`src/rtl/cnn_maxpool_3x3s2.sv`:
```
// cnn_maxpool_3x3s2
//   Streaming 3x3 / stride 2 / pad 1 max-pool over IEEE-754 single-precision
//   channel maps. Each map arrives in raster order, one channel after another.
//   The pool is split into two stages:
//     - a horizontal stage, which folds each 3-wide column window into one value
//     - a vertical stage, which folds three such row results using a W/2 line buffer
//   There is no backpressure and no frame storage.
//
// Ports
//   clk        rising-edge clock
//   reset      asynchronous, active-high reset
//   valid_in   pxl_in carries a pixel this cycle
//   pxl_in     input pixel (raster order within the channel map)
//   pxl_out    pooled pixel; holds its value while valid_out is low
//   valid_out  one-cycle pulse per pooled pixel, 2 clk after in(2r+1,2c+1)
//
// Handshake: valid_in is a plain valid with no ready. Every valid_in cycle is
// consumed. valid_out is a plain valid with no ready, and the consumer must
// accept every pulse.
module cnn_maxpool_3x3s2 #(
  parameter int DATA_WIDTH   = 32,
  parameter int IMAGE_WIDTH  = 128,
  parameter int IMAGE_HEIGHT = 128,
  parameter int CHANNEL_NUM  = 64
) (
  input  logic                  clk,
  input  logic                  reset,
  input  logic                  valid_in,
  input  logic [DATA_WIDTH-1:0] pxl_in,
  output logic [DATA_WIDTH-1:0] pxl_out,
  output logic                  valid_out
);

  localparam int COL_W = $clog2(IMAGE_WIDTH);
  localparam int ROW_W = $clog2(IMAGE_HEIGHT);
  localparam int CH_W  = (CHANNEL_NUM > 1) ? $clog2(CHANNEL_NUM) : 1;
  localparam int LB_W  = COL_W - 1;
  localparam logic [DATA_WIDTH-1:0] NEG_INF = DATA_WIDTH'(32'hFF80_0000);

  // Float max with an a>=b compare on sign/magnitude. NaN is not handled.
  // The result for -0.0 vs +0.0 may be either zero.
  function automatic logic [DATA_WIDTH-1:0] fmax(input logic [DATA_WIDTH-1:0] a,
                                                 input logic [DATA_WIDTH-1:0] b);
    logic a_ge_b;
    if (a[DATA_WIDTH-1] != b[DATA_WIDTH-1])
      a_ge_b = ~a[DATA_WIDTH-1];
    else if (!a[DATA_WIDTH-1])
      a_ge_b = (a[DATA_WIDTH-2:0] >= b[DATA_WIDTH-2:0]);
    else
      a_ge_b = (a[DATA_WIDTH-2:0] <= b[DATA_WIDTH-2:0]);
    return a_ge_b ? a : b;
  endfunction

  // Position counters
  logic [COL_W-1:0] col_q, col_d;
  logic [ROW_W-1:0] row_q, row_d;
  logic [CH_W-1:0]  ch_q,  ch_d;

  // Horizontal stage
  logic [DATA_WIDTH-1:0] hacc_q, hacc_d;
  logic [DATA_WIDTH-1:0] prev_odd_q, prev_odd_d;
  logic [DATA_WIDTH-1:0] hmax_q, hmax_d;
  logic                  hmax_v_q, hmax_v_d;
  logic                  hrow_odd_q, hrow_odd_d;
  logic                  hrow_zero_q, hrow_zero_d;
  logic [LB_W-1:0]       hcol_q, hcol_d;

  // Vertical stage and output
  logic [DATA_WIDTH-1:0] lb_q [IMAGE_WIDTH/2];
  logic [DATA_WIDTH-1:0] lb_rd, lb_top, lb_wdata;
  logic [DATA_WIDTH-1:0] pxl_out_q, pxl_out_d;
  logic                  valid_out_q, valid_out_d;
  logic [DATA_WIDTH-1:0] h_left;

  always_comb begin
    col_d = col_q;
    row_d = row_q;
    ch_d  = ch_q;
    if (valid_in) begin
      if (col_q == COL_W'(IMAGE_WIDTH - 1)) begin
        col_d = '0;
        if (row_q == ROW_W'(IMAGE_HEIGHT - 1)) begin
          row_d = '0;
          ch_d  = (ch_q == CH_W'(CHANNEL_NUM - 1)) ? '0 : ch_q + 1'b1;
        end else begin
          row_d = row_q + 1'b1;
        end
      end else begin
        col_d = col_q + 1'b1;
      end
    end
  end

  // Even column 2c pairs with the odd column 2c-1 on its left.
  // For c=0 that left tap lies outside the map, so it is -inf.
  always_comb begin
    h_left      = (col_q < COL_W'(2)) ? NEG_INF : prev_odd_q;
    hacc_d      = hacc_q;
    prev_odd_d  = prev_odd_q;
    hmax_d      = hmax_q;
    hmax_v_d    = 1'b0;
    hrow_odd_d  = hrow_odd_q;
    hrow_zero_d = hrow_zero_q;
    hcol_d      = hcol_q;
    if (valid_in) begin
      if (!col_q[0]) begin
        hacc_d = fmax(h_left, pxl_in);
      end else begin
        hmax_d      = fmax(hacc_q, pxl_in);
        prev_odd_d  = pxl_in;
        hmax_v_d    = 1'b1;
        hrow_odd_d  = row_q[0];
        hrow_zero_d = (row_q == '0);
        hcol_d      = col_q[COL_W-1:1];
      end
    end
  end

  // Even rows accumulate into LB. Masking row 0 to -inf provides the top pad
  // and also hides whatever the previous channel left in LB.
  // Odd rows close the window, and their own value seeds the next window's top tap.
  always_comb begin
    lb_rd       = lb_q[hcol_q];
    lb_top      = hrow_zero_q ? NEG_INF : lb_rd;
    lb_wdata    = hrow_odd_q ? hmax_q : fmax(lb_top, hmax_q);
    pxl_out_d   = pxl_out_q;
    valid_out_d = 1'b0;
    if (hmax_v_q && hrow_odd_q) begin
      pxl_out_d   = fmax(lb_rd, hmax_q);
      valid_out_d = 1'b1;
    end
  end

  always_ff @(posedge clk or posedge reset) begin
    if (reset) begin
      col_q       <= '0;
      row_q       <= '0;
      ch_q        <= '0;
      hacc_q      <= NEG_INF;
      prev_odd_q  <= NEG_INF;
      hmax_q      <= NEG_INF;
      hmax_v_q    <= 1'b0;
      hrow_odd_q  <= 1'b0;
      hrow_zero_q <= 1'b0;
      hcol_q      <= '0;
      pxl_out_q   <= '0;
      valid_out_q <= 1'b0;
    end else begin
      col_q       <= col_d;
      row_q       <= row_d;
      ch_q        <= ch_d;
      hacc_q      <= hacc_d;
      prev_odd_q  <= prev_odd_d;
      hmax_q      <= hmax_d;
      hmax_v_q    <= hmax_v_d;
      hrow_odd_q  <= hrow_odd_d;
      hrow_zero_q <= hrow_zero_d;
      hcol_q      <= hcol_d;
      pxl_out_q   <= pxl_out_d;
      valid_out_q <= valid_out_d;
    end
  end

  // The line buffer needs no reset: a read returns the old value,
  // and every entry is overwritten on row 0 before it is used.
  always_ff @(posedge clk) begin
    if (hmax_v_q)
      lb_q[hcol_q] <= lb_wdata;
  end

  assign pxl_out   = pxl_out_q;
  assign valid_out = valid_out_q;

endmodule

```
`config.mk`:
```
export PLATFORM = sky130hd
export DESIGN_NAME = cnn_maxpool_3x3s2
export DESIGN_NICKNAME = d
export VERILOG_FILES = /design/src/rtl/cnn_maxpool_3x3s2.sv
export SDC_FILE = /design/constraint.sdc
export NUM_CORES = 2
export LEC_CHECK = 0
export ABC_AREA = 1
export BUFFER_PORTS_ARGS = -buffer_cell sky130_fd_sc_hd__buf_4
export CORE_MARGIN = 1.5
export CORE_UTILIZATION = 48
export CTS_CLUSTER_SIZE = 28
export DETAILED_ROUTE_END_ITERATION = 16
export PLACE_DENSITY_LB_ADDON = 0.12
export SLEW_MARGIN = 20
export SYNTH_ARGS = -nofsm -noshare
export SYNTH_HDL_FRONTEND = slang
export SYNTH_SLANG_ARGS = --single-unit
```
`constraint.sdc`:
```
create_clock -name clk -period 9.85 [get_ports clk]
set_input_delay 0.4925 -clock clk [delete_from_list [all_inputs] [get_ports clk]]
set_output_delay 0.4925 -clock clk [all_outputs]
set_load 0.05 [all_outputs]
```
==> flow_metrics.env <==
export IMPL_status="completed"
export IMPL_clkSinkCount=2200
export IMPL_yosysSeqAreaShare_pct=71.5
export IMPL_arrival_ns=8.01
export IMPL_postSynthCellCount=7928
export IMPL_cp_end_kind="flip-flop"
export IMPL_fin_crit_sh_pct=75.1
export IMPL_dp_hpwl_um=183000
export IMPL_cp_slowest_cell="nor2_4"
export IMPL_drc=0
export IMPL_ir_drop_mv=0.566
export IMPL_hold_viol=0
export IMPL_power_density_mw_per_mm2=397
export IMPL_rows=159
export IMPL_crit_end="lb_q[51][14]"
export IMPL_cp_max_fo=40
export IMPL_htreeDepth=4
export IMPL_maxSlewViolCount=0
export IMPL_netlist_area_mm2=0.0913
export IMPL_ant_nets=0
export IMPL_period_needed_ns=7.40
export IMPL_dieArea_mm2=0.193
export IMPL_async_flop_share_pct=6.91
export IMPL_final_area_mm2=0.103
export IMPL_worstPathCellList="buf_4 -> nand2_2 -> nor2_4 -> buf_4 -> nand2_1 -> nand4_1 -> o21ai_0 -> nand2_1 -> nor2_1 -> a21oi_1 -> ha_1 -> a21oi_1 -> o21ai_0 -> nor2_1 -> nand2_1 -> a21oi_1 -> nand4_1 -> nand2_1 -> nand2_1 -> nand2_2 -> nand2_1 -> nand2_2 -> buf_4"
export IMPL_layout_nets=8213
export IMPL_setup_violations=0
export IMPL_fmax_ghz=0.135
export IMPL_worst_setup_path_start_kind="flip-flop"
export IMPL_gp_congestion=0.969
export IMPL_cts_setup_buffers=0
export IMPL_cp_slowest_stage_delay_ns=0.79
export IMPL_postCtsHoldBufs=33
export IMPL_r2r_start="hcol_q[1]"
export IMPL_initial_core_util_pct=48.5
export IMPL_ff2ff_setup_slack_ns=2.45
export IMPL_portBuffers=67
export IMPL_antenna_found_initial=8
export IMPL_core_mm2=0.188
export IMPL_cp_required_ns=10.46
export IMPL_die_h_um=439
export IMPL_critPathKind="reg -> reg"
export IMPL_p_leak_nw=38.8
export IMPL_grt_overflow=0
export IMPL_yosys_most_used_dff="edfxtp_1"
export IMPL_cts_buffers=222
export IMPL_clock_path_buffers=3
export IMPL_tns_ns=0
export IMPL_rr_endpoint="lb_q[51][14]"
export IMPL_ys_types=41
export IMPL_clockRootBuffer="clkbuf_16"
export IMPL_maxCapViolations=0
export IMPL_ios=68
export IMPL_placed_cell_area_mm2=0.0955
export IMPL_yosys_warnings=0
export IMPL_synth_nets=8094
export IMPL_wl_per_cell_um=29.9
export IMPL_wirelength_um=321000
export IMPL_tightest_slew_ns=1.11
export IMPL_vias=63300
export IMPL_rsz0062_at_grt="no"
export IMPL_final_layout_size_suffix_gt1_share_pct=9.44
export IMPL_grt_pass1_vias=59500
export IMPL_clock_latency_ns=0.91
export IMPL_cts_tree="yes"
export IMPL_clkTransAtPathRegs_ns=0.06
export IMPL_reg2reg_depth=23
export IMPL_synth_edff_count=2048
export IMPL_cts_repair_resized=0
export IMPL_grtUsageTotal_pct=33.0
export IMPL_syn2layout_area_growth_pct=12.8
export IMPL_drtPass1Iterations=6
export IMPL_grt_pass1_wl_um=449000
export IMPL_crit_path_start="hcol_q[1]"
export IMPL_via_per_inst=5.90
export IMPL_holdWs_ns=0.0310
export IMPL_synth_seq_cells=2200
export IMPL_synth_avg_cell_area_um2=11.5
export IMPL_cp_common_cell="nand2_1"
export IMPL_grt_max_degree=133
export IMPL_fin_skew_ns=0.0573
export IMPL_maxSlewHeadroom_pct=25.7
export IMPL_fp_dieW_um=439
export IMPL_drt_iter0_drc=7770
export IMPL_hp_class="in -> reg"
==> metrics by stage <==
stage	power (mW)	cells	util, %	setup slack (ns)
after detailed placement	32.4	10300	50.7	2.64
after floorplan	24.9	7928	-	5.31
final	40.9	10700	54.7	2.45
after global routing	42.4	10700	54.7	2.13
after CTS	40.7	10700	54.6	2.59
after global placement	32.2	10300	50.7	2.62
==> sequential cells by signal, summed over array words and instances, names as in the netlist <==
signal,cells
hrow_odd_q,1
pxl_out,32
valid_out,1
hrow_zero_q,1
hmax_v_q,1
hacc_q,32
hmax_q,32
col_q,7
prev_odd_q,32
row_q,7
hcol_q,6
lb_q,2048
==> cells in the mapped netlist, types with 14 or more instances <==
library cell  number  area (um2)
inv_1            295        1110
or2_2             49         307
and2_1            22         138
o21bai_1          15         113
o21ai_0          183         916
nand3b_1          26         195
nor3_1            28         140
nand3_1          239        1200
o21a_1            29         218
nor2_1           223         837
buf_4             25         188
buf_1             33         124
dfstp_2           27         709
inv_2             14        52.6
nand2_1         3077       11500
a21oi_1          523        2620
dfrtp_1          125        3130
ha_1             131        1640
or2_1             21         131
a22oi_1           83         623
o21ai_1           65         325
edfxtp_1        2048       61500
buf_2            215        1080
nand4_1          265        1660
clkbuf_1         121         454
==> metal layers <==
metal | GRT usage [%] | wire (um)
met1 | 45.1 | 126000
met2 | 50.9 | 145000
met3 | 6.89 | 33200
met4 | 15.5 | 16700
met5 | 0 | 21
==> worst max-delay path, delay by kind of cell (launching register included) <==
| kind | cells | cell delay [ns] |
|---|---|---|
| AOI/OAI and AO/OA | 5 | 1.04 |
| adders and majority gates | 1 | 0.28 |
| buffers and inverters | 3 | 1.73 |
| DFF | 1 | 0.71 |
| and+or+nand+nor | 14 | 3.22 |
==> layout make-up <==
class / instances / area [um2]
diodes: 5 / 12.5
clock buffers: 280 / 5850
multi-input cells: 5019 / 23600
fillers: 16000 / 85400
repair buffers: 294 / 2550
inverters: 310 / 1200
clock inverters: 128 / 1290
flip-flops and latches: 2200 / 65300
well taps: 2495 / 3120
==> how the worst min path moves through the flow <==
stage	start	end	slack, ns	cells past startpoint
4_1_cts	pxl_in[1]	prev_odd_q[1]	0.004	3
6_report	pxl_in[1]	prev_odd_q[1]	0.03	3
2_1_floorplan	hacc_q[0]	hacc_q[0]	0.45	2
5_1_grt	pxl_in[1]	prev_odd_q[1]	0.04	3
3_3_place_gp	hacc_q[0]	hacc_q[0]	0.47	2
3_5_place_dp	hacc_q[0]	hacc_q[0]	0.47	2
==> cell usage in the layout, fill, tap and decap left out, types with 53 or more instances in the layout <==
cell type and count:
nand2_1 3044, edfxtp_1 2048, a21oi_1 523, inv_1 293, nand4_1 265, buf_4 240, nand3_1 239, clkbuf_16 224
o21ai_0 181, nor2_1 155, ha_1 131, dfrtp_1 122, a22oi_1 83, nor2_4 72, o21ai_1 67, clkbuf_1 53
==> cells by family (layout without fill, tap and decap cells) <==
logic type / after synthesis / count (layout) / synth area share [%]
other: 0 / 5 / 0
adder cells (fa/ha/maj): 131 / 131 / 1.79
AO/OA/AOI/OAI: 907 / 907 / 5.34
XOR/XNOR: 4 / 4 / 0.0384
flip-flops: 2200 / 2200 / 71.5
buffers and inverters: 709 / 1012 / 3.36
AND/OR/NAND/NOR: 3977 / 3977 / 17.9
==> where the power goes <==
| group | internal, mW | switching (mW) |
|---|---|---|
| clock | 4.72 | 3.66 |
| combinational | 3.18 | 13.2 |
| sequential | 15.7 | 0.436 |
| total | 23.6 | 17.3 |
Note: power is estimated with default switching activity, not from simulation.
